===== src/rtl/sha2_pkg.sv =====
// Shared constants, state encoding and SHA-2 bit functions for the sha2_core compression engine.
package sha2_pkg;

  typedef enum logic [1:0] {S_IDLE, S_ROUND, S_UPDATE, S_DONE} state_e;

  localparam logic [31:0] K_TAB [64] = '{
    32'h428a2f98, 32'h71374491, 32'hb5c0fbcf, 32'he9b5dba5, 32'h3956c25b, 32'h59f111f1, 32'h923f82a4, 32'hab1c5ed5,
    32'hd807aa98, 32'h12835b01, 32'h243185be, 32'h550c7dc3, 32'h72be5d74, 32'h80deb1fe, 32'h9bdc06a7, 32'hc19bf174,
    32'he49b69c1, 32'hefbe4786, 32'h0fc19dc6, 32'h240ca1cc, 32'h2de92c6f, 32'h4a7484aa, 32'h5cb0a9dc, 32'h76f988da,
    32'h983e5152, 32'ha831c66d, 32'hb00327c8, 32'hbf597fc7, 32'hc6e00bf3, 32'hd5a79147, 32'h06ca6351, 32'h14292967,
    32'h27b70a85, 32'h2e1b2138, 32'h4d2c6dfc, 32'h53380d13, 32'h650a7354, 32'h766a0abb, 32'h81c2c92e, 32'h92722c85,
    32'ha2bfe8a1, 32'ha81a664b, 32'hc24b8b70, 32'hc76c51a3, 32'hd192e819, 32'hd6990624, 32'hf40e3585, 32'h106aa070,
    32'h19a4c116, 32'h1e376c08, 32'h2748774c, 32'h34b0bcb5, 32'h391c0cb3, 32'h4ed8aa4a, 32'h5b9cca4f, 32'h682e6ff3,
    32'h748f82ee, 32'h78a5636f, 32'h84c87814, 32'h8cc70208, 32'h90befffa, 32'ha4506ceb, 32'hbef9a3f7, 32'hc67178f2
  };

  localparam logic [255:0] IV_256 = {
    32'h6a09e667, 32'hbb67ae85, 32'h3c6ef372, 32'ha54ff53a,
    32'h510e527f, 32'h9b05688c, 32'h1f83d9ab, 32'h5be0cd19
  };

  localparam logic [255:0] IV_224 = {
    32'hc1059ed8, 32'h367cd507, 32'h3070dd17, 32'hf70e5939,
    32'hffc00b31, 32'h68581511, 32'h64f98fa7, 32'hbefa4fa4
  };

  function automatic logic [31:0] rotr(input logic [31:0] x, input int unsigned n);
    return (x >> n) | (x << (32 - n));
  endfunction

  function automatic logic [31:0] ch(input logic [31:0] e, input logic [31:0] f, input logic [31:0] g);
    return (e & f) ^ (~e & g);
  endfunction

  function automatic logic [31:0] maj(input logic [31:0] a, input logic [31:0] b, input logic [31:0] c);
    return (a & b) ^ (a & c) ^ (b & c);
  endfunction

  function automatic logic [31:0] bsig0(input logic [31:0] x);
    return rotr(x, 2) ^ rotr(x, 13) ^ rotr(x, 22);
  endfunction

  function automatic logic [31:0] bsig1(input logic [31:0] x);
    return rotr(x, 6) ^ rotr(x, 11) ^ rotr(x, 25);
  endfunction

  function automatic logic [31:0] ssig0(input logic [31:0] x);
    return rotr(x, 7) ^ rotr(x, 18) ^ (x >> 3);
  endfunction

  function automatic logic [31:0] ssig1(input logic [31:0] x);
    return rotr(x, 17) ^ rotr(x, 19) ^ (x >> 10);
  endfunction

endpackage


===== src/rtl/sha2_round.sv =====
// One combinational SHA-2 round: {a..h} in, {a..h} out, a in the MSBs.
module sha2_round
  import sha2_pkg::*;
(
  input  logic [255:0] state_i,
  input  logic [31:0]  w_i,
  input  logic [31:0]  k_i,
  output logic [255:0] state_o
);

  logic [31:0] a, b, c, d, e, f, g, h;
  logic [31:0] t1, t2;

  assign {a, b, c, d, e, f, g, h} = state_i;
  assign t1 = h + bsig1(e) + ch(e, f, g) + k_i + w_i;
  assign t2 = bsig0(a) + maj(a, b, c);
  assign state_o = {t1 + t2, a, b, c, d + t1, e, f, g};

endmodule


===== src/rtl/sha2_core.sv =====
// Multi-block SHA-256/SHA-224 compression engine with UNROLL rounds per clock
// and a rolling 16-word message schedule.
module sha2_core
  import sha2_pkg::*;
#(
  parameter int MSG_SIZ   = 512,
  parameter int MSG_BLK   = 32,
  parameter int HASH_SIZE = 256,
  parameter int UNROLL    = 1
) (
  input  logic                 usr_clk,
  input  logic                 usr_reset,
  input  logic                 i_valid,
  output logic                 o_ready,
  input  logic [MSG_SIZ-1:0]   i_msg,
  input  logic                 i_first,
  input  logic                 i_last,
  input  logic                 i_mode,
  output logic                 o_valid,
  input  logic                 i_out_ready,
  output logic [HASH_SIZE-1:0] o_hash
);

  if (!(UNROLL == 1 || UNROLL == 2 || UNROLL == 4) || MSG_SIZ != 512 ||
      MSG_BLK != 32 || HASH_SIZE != 256) begin : g_param_err
    $error("sha2_core: unsupported parameter set");
  end

  state_e       state_q, state_d;
  logic [5:0]   t_q;
  logic         chain_q, mode_q, last_q;
  logic [255:0] h_q, work_q, hash_q, h_sum, iv_sel;
  logic [511:0] w_q;
  logic [255:0] rnd_st [UNROLL+1];

  // Window word i lives at w_q[511-32*i -: 32]; shift out UNROLL words, append the new ones.
  function automatic logic [511:0] sched_step(input logic [511:0] win);
    logic [31:0]  x [16+UNROLL];
    logic [511:0] r;
    for (int i = 0; i < 16; i++) x[i] = win[511-32*i -: 32];
    for (int j = 0; j < UNROLL; j++)
      x[16+j] = ssig1(x[14+j]) + x[9+j] + ssig0(x[1+j]) + x[j];
    for (int i = 0; i < 16; i++) r[511-32*i -: 32] = x[i+UNROLL];
    return r;
  endfunction

  function automatic logic [255:0] add_words(input logic [255:0] x, input logic [255:0] y);
    logic [255:0] r;
    for (int i = 0; i < 8; i++) r[32*i +: 32] = x[32*i +: 32] + y[32*i +: 32];
    return r;
  endfunction

  assign rnd_st[0] = work_q;

  for (genvar j = 0; j < UNROLL; j++) begin : g_round
    sha2_round u_round (
      .state_i (rnd_st[j]),
      .w_i     (w_q[511-32*j -: 32]),
      .k_i     (K_TAB[t_q + 6'(j)]),
      .state_o (rnd_st[j+1])
    );
  end

  assign h_sum  = add_words(h_q, work_q);
  assign iv_sel = i_mode ? IV_224 : IV_256;

  assign o_ready = (state_q == S_IDLE);
  assign o_valid = (state_q == S_DONE);
  assign o_hash  = hash_q;

  always_ff @(posedge usr_clk) begin
    if (usr_reset) state_q <= S_IDLE;
    else           state_q <= state_d;
  end

  always_comb begin
    state_d = state_q;
    unique case (state_q)
      S_IDLE:   if (i_valid) state_d = S_ROUND;
      S_ROUND:  if (t_q == 6'(64 - UNROLL)) state_d = S_UPDATE;
      S_UPDATE: state_d = last_q ? S_DONE : S_IDLE;
      S_DONE:   if (i_out_ready) state_d = S_IDLE;
      default:  state_d = S_IDLE;
    endcase
  end

  always_ff @(posedge usr_clk) begin
    if (usr_reset) begin
      chain_q <= 1'b0;
      mode_q  <= 1'b0;
      last_q  <= 1'b0;
      t_q     <= '0;
      h_q     <= '0;
      work_q  <= '0;
      w_q     <= '0;
      hash_q  <= '0;
    end else begin
      unique case (state_q)
        S_IDLE: begin
          if (i_valid) begin
            w_q    <= i_msg;
            last_q <= i_last;
            t_q    <= '0;
            // A block arriving with no chain in progress always starts a new message.
            if (i_first || !chain_q) begin
              mode_q  <= i_mode;
              h_q     <= iv_sel;
              work_q  <= iv_sel;
              chain_q <= 1'b1;
            end else begin
              work_q <= h_q;
            end
          end
        end
        S_ROUND: begin
          work_q <= rnd_st[UNROLL];
          w_q    <= sched_step(w_q);
          t_q    <= t_q + 6'(UNROLL);
        end
        S_UPDATE: begin
          h_q <= h_sum;
          if (last_q) begin
            chain_q <= 1'b0;
            hash_q  <= mode_q ? {h_sum[255:32], 32'h0} : h_sum;
          end
        end
        default: ;
      endcase
    end
  end

endmodule


===== config.mk =====
export PLATFORM = sky130hd
export DESIGN_NAME = sha2_core
export DESIGN_NICKNAME = d
export VERILOG_FILES = /design/src/rtl/sha2_pkg.sv /design/src/rtl/sha2_round.sv /design/src/rtl/sha2_core.sv
export SDC_FILE = /design/constraint.sdc
export NUM_CORES = 2
export LEC_CHECK = 0
export BUFFER_PORTS_ARGS = -buffer_cell sky130_fd_sc_hd__clkbuf_2
export CORE_UTILIZATION = 32
export DETAILED_ROUTE_END_ITERATION = 7
export PLACE_DENSITY = 0.47
export SETUP_SLACK_MARGIN = 0.15
export SLEW_MARGIN = 0
export SYNTH_ARGS = -nofsm -noshare
export SYNTH_HDL_FRONTEND = slang
export SYNTH_SLANG_ARGS = --single-unit

===== constraint.sdc =====
create_clock -name usr_clk -period 8.9 [get_ports usr_clk]
set_clock_uncertainty 0.05 [all_clocks]
set_input_delay 0.445 -clock usr_clk [delete_from_list [all_inputs] [get_ports usr_clk]]
set_output_delay 0.445 -clock usr_clk [all_outputs]
set_load 0.01 [all_outputs]

-- Word-level counts from Yosys, hierarchy flattened
Memory sizes are Yosys's and may differ from the RTL's.
Index checks and enable logic that the tools add are counted.
- $lt $le $gt $ge: 1
- bitwise gates (word level): 28
- add/subtract/negate cells: 19
- equality and inequality tests: 9
- reductions and logical operators: 12
- muxes and demuxes: 21
- operator list (cell ; number):
    one-hot mux 256 bit (2 select lines) ; 2
    one-hot mux 512 bit (2 select lines) ; 1
    two-way mux 256 bit ; 3
    adder 32 bit ; 18
    two-way mux 512 bit ; 1
    bitwise XOR 32 bit ; 9
    AND 32 bit ; 5
    two-way mux 32 bit ; 3
    inverter 32 bit ; 1
    OR 10 x 32 -> 32 bit ; 1
    OR 13 x 32 -> 32 bit ; 1
    OR 14 x 32 -> 32 bit ; 1
    OR 15 x 32 -> 32 bit ; 1
    OR 19 x 32 -> 32 bit ; 1
    OR 21 x 32 -> 32 bit ; 1
    OR 25 x 32 -> 32 bit ; 1
    OR 26 x 32 -> 32 bit ; 1
    OR 30 x 32 -> 32 bit ; 1
    OR 7 x 32 -> 32 bit ; 1
    bitwise XOR 32 x 22 -> 32 bit ; 1
    bitwise XOR 32 x 29 -> 32 bit ; 1
    one-hot mux 6 bit (2 select lines) ; 1
    two-way mux 2 bit ; 4
    one-hot mux 2 bit (4 select lines) ; 1
    18 further kinds ; 29
- word-level logic and storage cells: 100
- output and inout port bits: 258
- input port bits: 519
- ROM bits: 2048
- memories kept: 1
- register bits after elaboration: 1291
- memory list (memory ; depth ; bits a word ; read ports ; clocked after Yosys merged registers in ; write ports ; line ; source):
    (no name shown) ; 64 ; 32 ; 1 ; 0 ; 0 ; sha2_core.sv:59 ; .k_i (K_TAB[t_q + 6'(j)]),

-- Logic depth before layout (Yosys ltp)
- depth after elaboration: 9
- mapped depth: 37
- gate-level depth less buffers: 37

-- Modules after synthesis
Synthesis repeated with hierarchy kept, for this count alone.
- cell total of the unflattened synthesis: 10356
- area, all modules: 80338.3 µm²
- modules (own cells, without submodules) (module ; cells each ; area each (µm²) ; seq. area each (µm²) ; instances):
    sha2_core ; 8959 ; 68923.6 ; 25844.8 ; 1
    sha2_round ; 1397 ; 11414.7 ; 0.0 ; 1

-- Worst setup path after synthesis
Ideal clock, no wire load.
- kind: register to register
- start point: reg t_q[2]
- end point: reg work_q[253]
- arrival time: 7613 ps
- buffers on the path: 4
- setup time: 115 ps
- required time: 8735 ps
- period minus slack after synthesis: 7779 ps
- setup slack: 1121 ps
- cell stages (with the launch flop): 33
- path through: dfxtp_1 > clkbuf_1 > inv_1 > buf_1 > ha_1 > clkbuf_1 > o32ai_1 > mux4_2 > fa_1 > inv_1 > ha_1 > or4_4 > o211ai_2 > a21oi_2 > or4_4 > a31oi_1 > o21ai_0 > a21o_1 > a21oi_1 > o21ai_0 > a21oi_1 > xor2_1 > fa_1 > inv_1 > ha_1 > clkbuf_1 > nor2b_1 > a31oi_1 > nand3b_1 > a21oi_1 > o21ai_0 > or4_1 > and3_1
- longest elaborated chain between the ends: 8
- RTL lines (item ; line ; source):
    start, declared ; sha2_core.sv:30 ; logic [5:0] t_q;
    start signal, assigned ; sha2_core.sv:118 ; t_q <= t_q + 6'(UNROLL);
    inverter 6 -> 7 bit (not written as such) ; sha2_core.sv:59 ;
    memory (64 x 32 bit) ; - ;
    two-way mux 32 bit (not written as such) (2 in a row) ; sha2_core.sv:59 ;
    adder 32 bit (2 in a row) ; sha2_round.sv:15 ; assign t1 = h + bsig1(e) + ch(e, f, g) + k_i + w_i;
    adder 32 bit ; sha2_round.sv:17 ; assign state_o = {t1 + t2, a, b, c, d + t1, e, f, g};
    one-hot mux 256 bit (2 select lines) ; sha2_core.sv:98 ; unique case (state_q)
    end signal, assigned ; sha2_core.sv:108 ; work_q <= iv_sel;
    end signal, assigned ; sha2_core.sv:111 ; work_q <= h_q;
    end signal, assigned ; sha2_core.sv:116 ; work_q <= rnd_st[UNROLL];
    end, declared ; sha2_core.sv:32 ; logic [255:0] h_q, work_q, hash_q, h_sum, iv_sel;
Every way passes these cells. The select of a mux whose other input is x is not followed.
A chain may end at the register's enable or synchronous reset.

-- Worst setup path in the final report
- start point: reg t_q[2]
- end point: reg work_q[127]
The elaborated chain is that of the path after synthesis.

==> impl_metrics.yaml <==
min_path:
  hp-start: "i_msg[451]"
  min_path_type: "input pin to flop"
  min_delay_path_depth: 3
  holdPathEnd: "w_q[451]$_SDFFE_PP0P_"
detailed_routing:
  drc_errors: 0
  wl_per_cell_microns: 27.3
  firstDrtPassIters: 6
  drt_iter0_drc: 7877
  vias: 80600
  postRouteWirelength_microns: 397000
  vias_per_cell: 5.54
  ant_nets: 0
finish:
  final_cell_area_sq_mm: 0.0974
  syn2layout_area_growth_pct: 23.2
  layout.nets: 12300
  drive_gt1_frac: 0.130
power_and_ir_drop:
  totalPowerFinal_mw: 50.1
  clock_power_share: 0.136
  combPwrFrac: 0.720
  p_int_mw: 25.5
  p_switching_mw: 24.7
  irDropWorstVdd_uv: 760
  seqPwrFrac: 0.144
  power_density_mw_per_mm2: 515
  p_leak_nw: 42.0
  swShare: 0.492
die:
  top_level_ports: 777
  dieArea_sq_mm: 0.249
  dieWidth_microns: 499
  core-area_sq_mm: 0.246
  initial_utilization: 0.322
  die_y_microns: 499
  num_rows: 182
clock_network:
  cts-resized-gates: 0
  clk_latency_ns: 0.86
  cts_max_path_buffers: 3
  cts_root_buffer: "clkbuf_16"
  numCtsBuffers: 160
  clkTransAtPathRegs_ns: 0.07
  htree_levels: 4
  cts_tree: "done"
  clock_sinks: 1291
critical_path:
  cp.arrival_ns: 8.87
  crit_type: "flop to flop"
  worst-endpoint-required_ns: 9.57
  slowest_stage: "or4_4"
  critPathCaptureType: "flop"
  crit_start: "t_q[2]$_SDFFE_PP0P_"
  r2r-end: "work_q[127]$_SDFFE_PP0P_"
  cp_max_fo: 14
  regToRegStartpoint: "t_q[2]$_SDFFE_PP0P_"
  cp_common_cell: "a21oi_1"
  start_kind: "flop"
  reg2regPathDepth: 35
  cp_slowest_stage_delay_ns: 0.55
  r2r_slack_ns: 0.70
sta:
  period_needed_ns: 8.20
  setup_viol: 0
  max-slew-margin-rel: 0.0370
  hold_violations: 0
  fin_crit_sh: 0.921
  rsz0062_at_grt: "no"
  slew_violations: 0
  tns_ns: 0
  whs_ns: 0.0824
  tightest_slew_ns: 1.43
  fmax_mhz: 122
synth:
  netlist_area_sq_mm: 0.0791
  synth_flop_cell: "dfxtp_1"
  synth-edff-count: 0
  synth_nets: 11300
  seq_area_frac_synth: 0.327
  synth_cells: 10200
  synth.distinct_cells: 81
  synth-seq-cells: 1291
  syn_avg_cell_area_sq_um: 7.75
  yosys_warnings: 0
  ys_async_sr_fraction: 0
grt:
  gr-usage-met3: 0.0529
  grtUsageMet2: 0.507
  grt_pass1_vias: 77800
  grt_usage: 0.309
  antenna_found_initial: 29
  grt_pass1_wl_microns: 563000
  gr-total-overflow: 0
  grt.busiest_layer: "met2"
  gr-usage-met1: 0.389
  grt_max_degree: 205
placed_design:
  place_area_sq_mm: 0.0869
  io_buffer_count: 776
  place_congestion: 0.949
  hpwl_microns: 296000
flow_run:
  drv_cap: 0
status:
  status: "complete, no violations"
==> area by class of cell <==
class	instances	area [sq um]
Antenna cell	25	62.6
Clock buffer	234	4680
Clock inverter	53	681
Fill cell	25500	148000
Inverter	496	1860
Multi-Input combinational cell	7635	48600
Sequential cell	1291	25800
Tap cell	3220	4030
Timing Repair Buffer	1593	11600
==> registers in the layout, indices dropped and copies added, names as in the netlist <==
| name | count |
|---|---|
| chain_q | 1 |
| h_q | 256 |
| last_q | 1 |
| mode_q | 1 |
| o_hash | 256 |
| state_q | 2 |
| t_q | 6 |
| w_q | 512 |
| work_q | 256 |
==> how the worst max path moves through the flow <==
stage	endpoint	slack, ns	cells after the start
CTS	work_q[127]$_SDFFE_PP0P_	0.61	35
global placement	work_q[253]$_SDFFE_PP0P_	0.63	36
detailed placement	work_q[127]$_SDFFE_PP0P_	0.69	35
global route	work_q[127]$_SDFFE_PP0P_	0.16	35
finish	work_q[127]$_SDFFE_PP0P_	0.70	35
floorplan	work_q[253]$_SDFFE_PP0P_	1.12	32
==> synth_stat cells (all sizes together) (97+ instances only) <==
cell    instances  area, sq um
nor2         1347         5060
a221oi         97          850
nand2        1621         6080
a21oi         870         4360
a211oi        146         1100
xor2          226         1980
a21o          205         1540
inv           495         1860
nor3          264         1320
clkbuf        725         2720
ha            395         4940
o21ai         378         1890
a311oi        511         4480
fa            197         3940
dfxtp        1291        25800
xnor2         361         3160
==> cells in the final DEF (no fill, tap or decap), types with 165 or more instances in the layout <==
master	synthesis	layout
nand2_1	1621	1615
nor2_1	1347	1334
dfxtp_1	1291	1289
a21oi_1	869	869
clkbuf_2	0	775
a311oi_1	511	511
dlygate4sd3_1	0	508
inv_1	494	492
ha_1	395	395
o21ai_0	374	374
xnor2_1	361	360
buf_4	0	282
nor3_1	264	264
xor2_1	226	226
a21o_1	205	205
fa_1	197	197
clkbuf_16	0	165
==> power by group through the flow <==
stage               Sequential, mW  Clock [mW]  Combinational (mW)
floorplan                     6.72           0                20.7
global route                  7.25        7.19                39.3
detailed placement            7.31           0                35.6
finish                        7.22        6.83                36.1
global placement              7.30           0                35.9
CTS                           7.19        6.97                36.1
==> through the flow <==
step | cells | setup WS (ns) | util
2_1_floorplan | 10200 | 1.12 | -
3_3_place_gp | 13700 | 0.633 | 0.353
3_5_place_dp | 13700 | 0.693 | 0.354
4_1_cts | 14500 | 0.611 | 0.396
5_1_grt | 14500 | 0.163 | 0.396
6_report | 14500 | 0.702 | 0.396
==> critical path, delay by kind of cell (launching register included) <==
| kind | cells | cell delay [ns] |
|---|---|---|
| xor+xnor | 2 | 0.40 |
| simple gates | 6 | 1.54 |
| buf+inv | 4 | 1.03 |
| flops | 1 | 0.31 |
| compound gates | 20 | 3.67 |
| fa+ha+maj | 3 | 1.02 |
==> routing by layer <==
metal | routed length (microns) | vias up | share of wire
li1 | - | 37500 | -
met1 | 165000 | 39300 | 0.42
met2 | 184000 | 3058 | 0.46
met3 | 26500 | 614 | 0.067
met4 | 21900 | 18 | 0.055
met5 | 98 | - | 0.00025
==> cells by family after synthesis <==
logic type,after synthesis,synth area share
compound gates,2790,0.238
xor+xnor,587,0.0650
mux,57,0.00946
fa+ha+maj,595,0.113
flops,1291,0.327
simple gates,3606,0.187
buf+inv,1281,0.0608
==> repair_timing <==
item,in CTS,in global routing
buffers inserted,0,0
endpoints found under the setup margin,0,0
hold endpoints to repair,538,0
hold buffers,508,0
(Power assumes the default switching activity.)
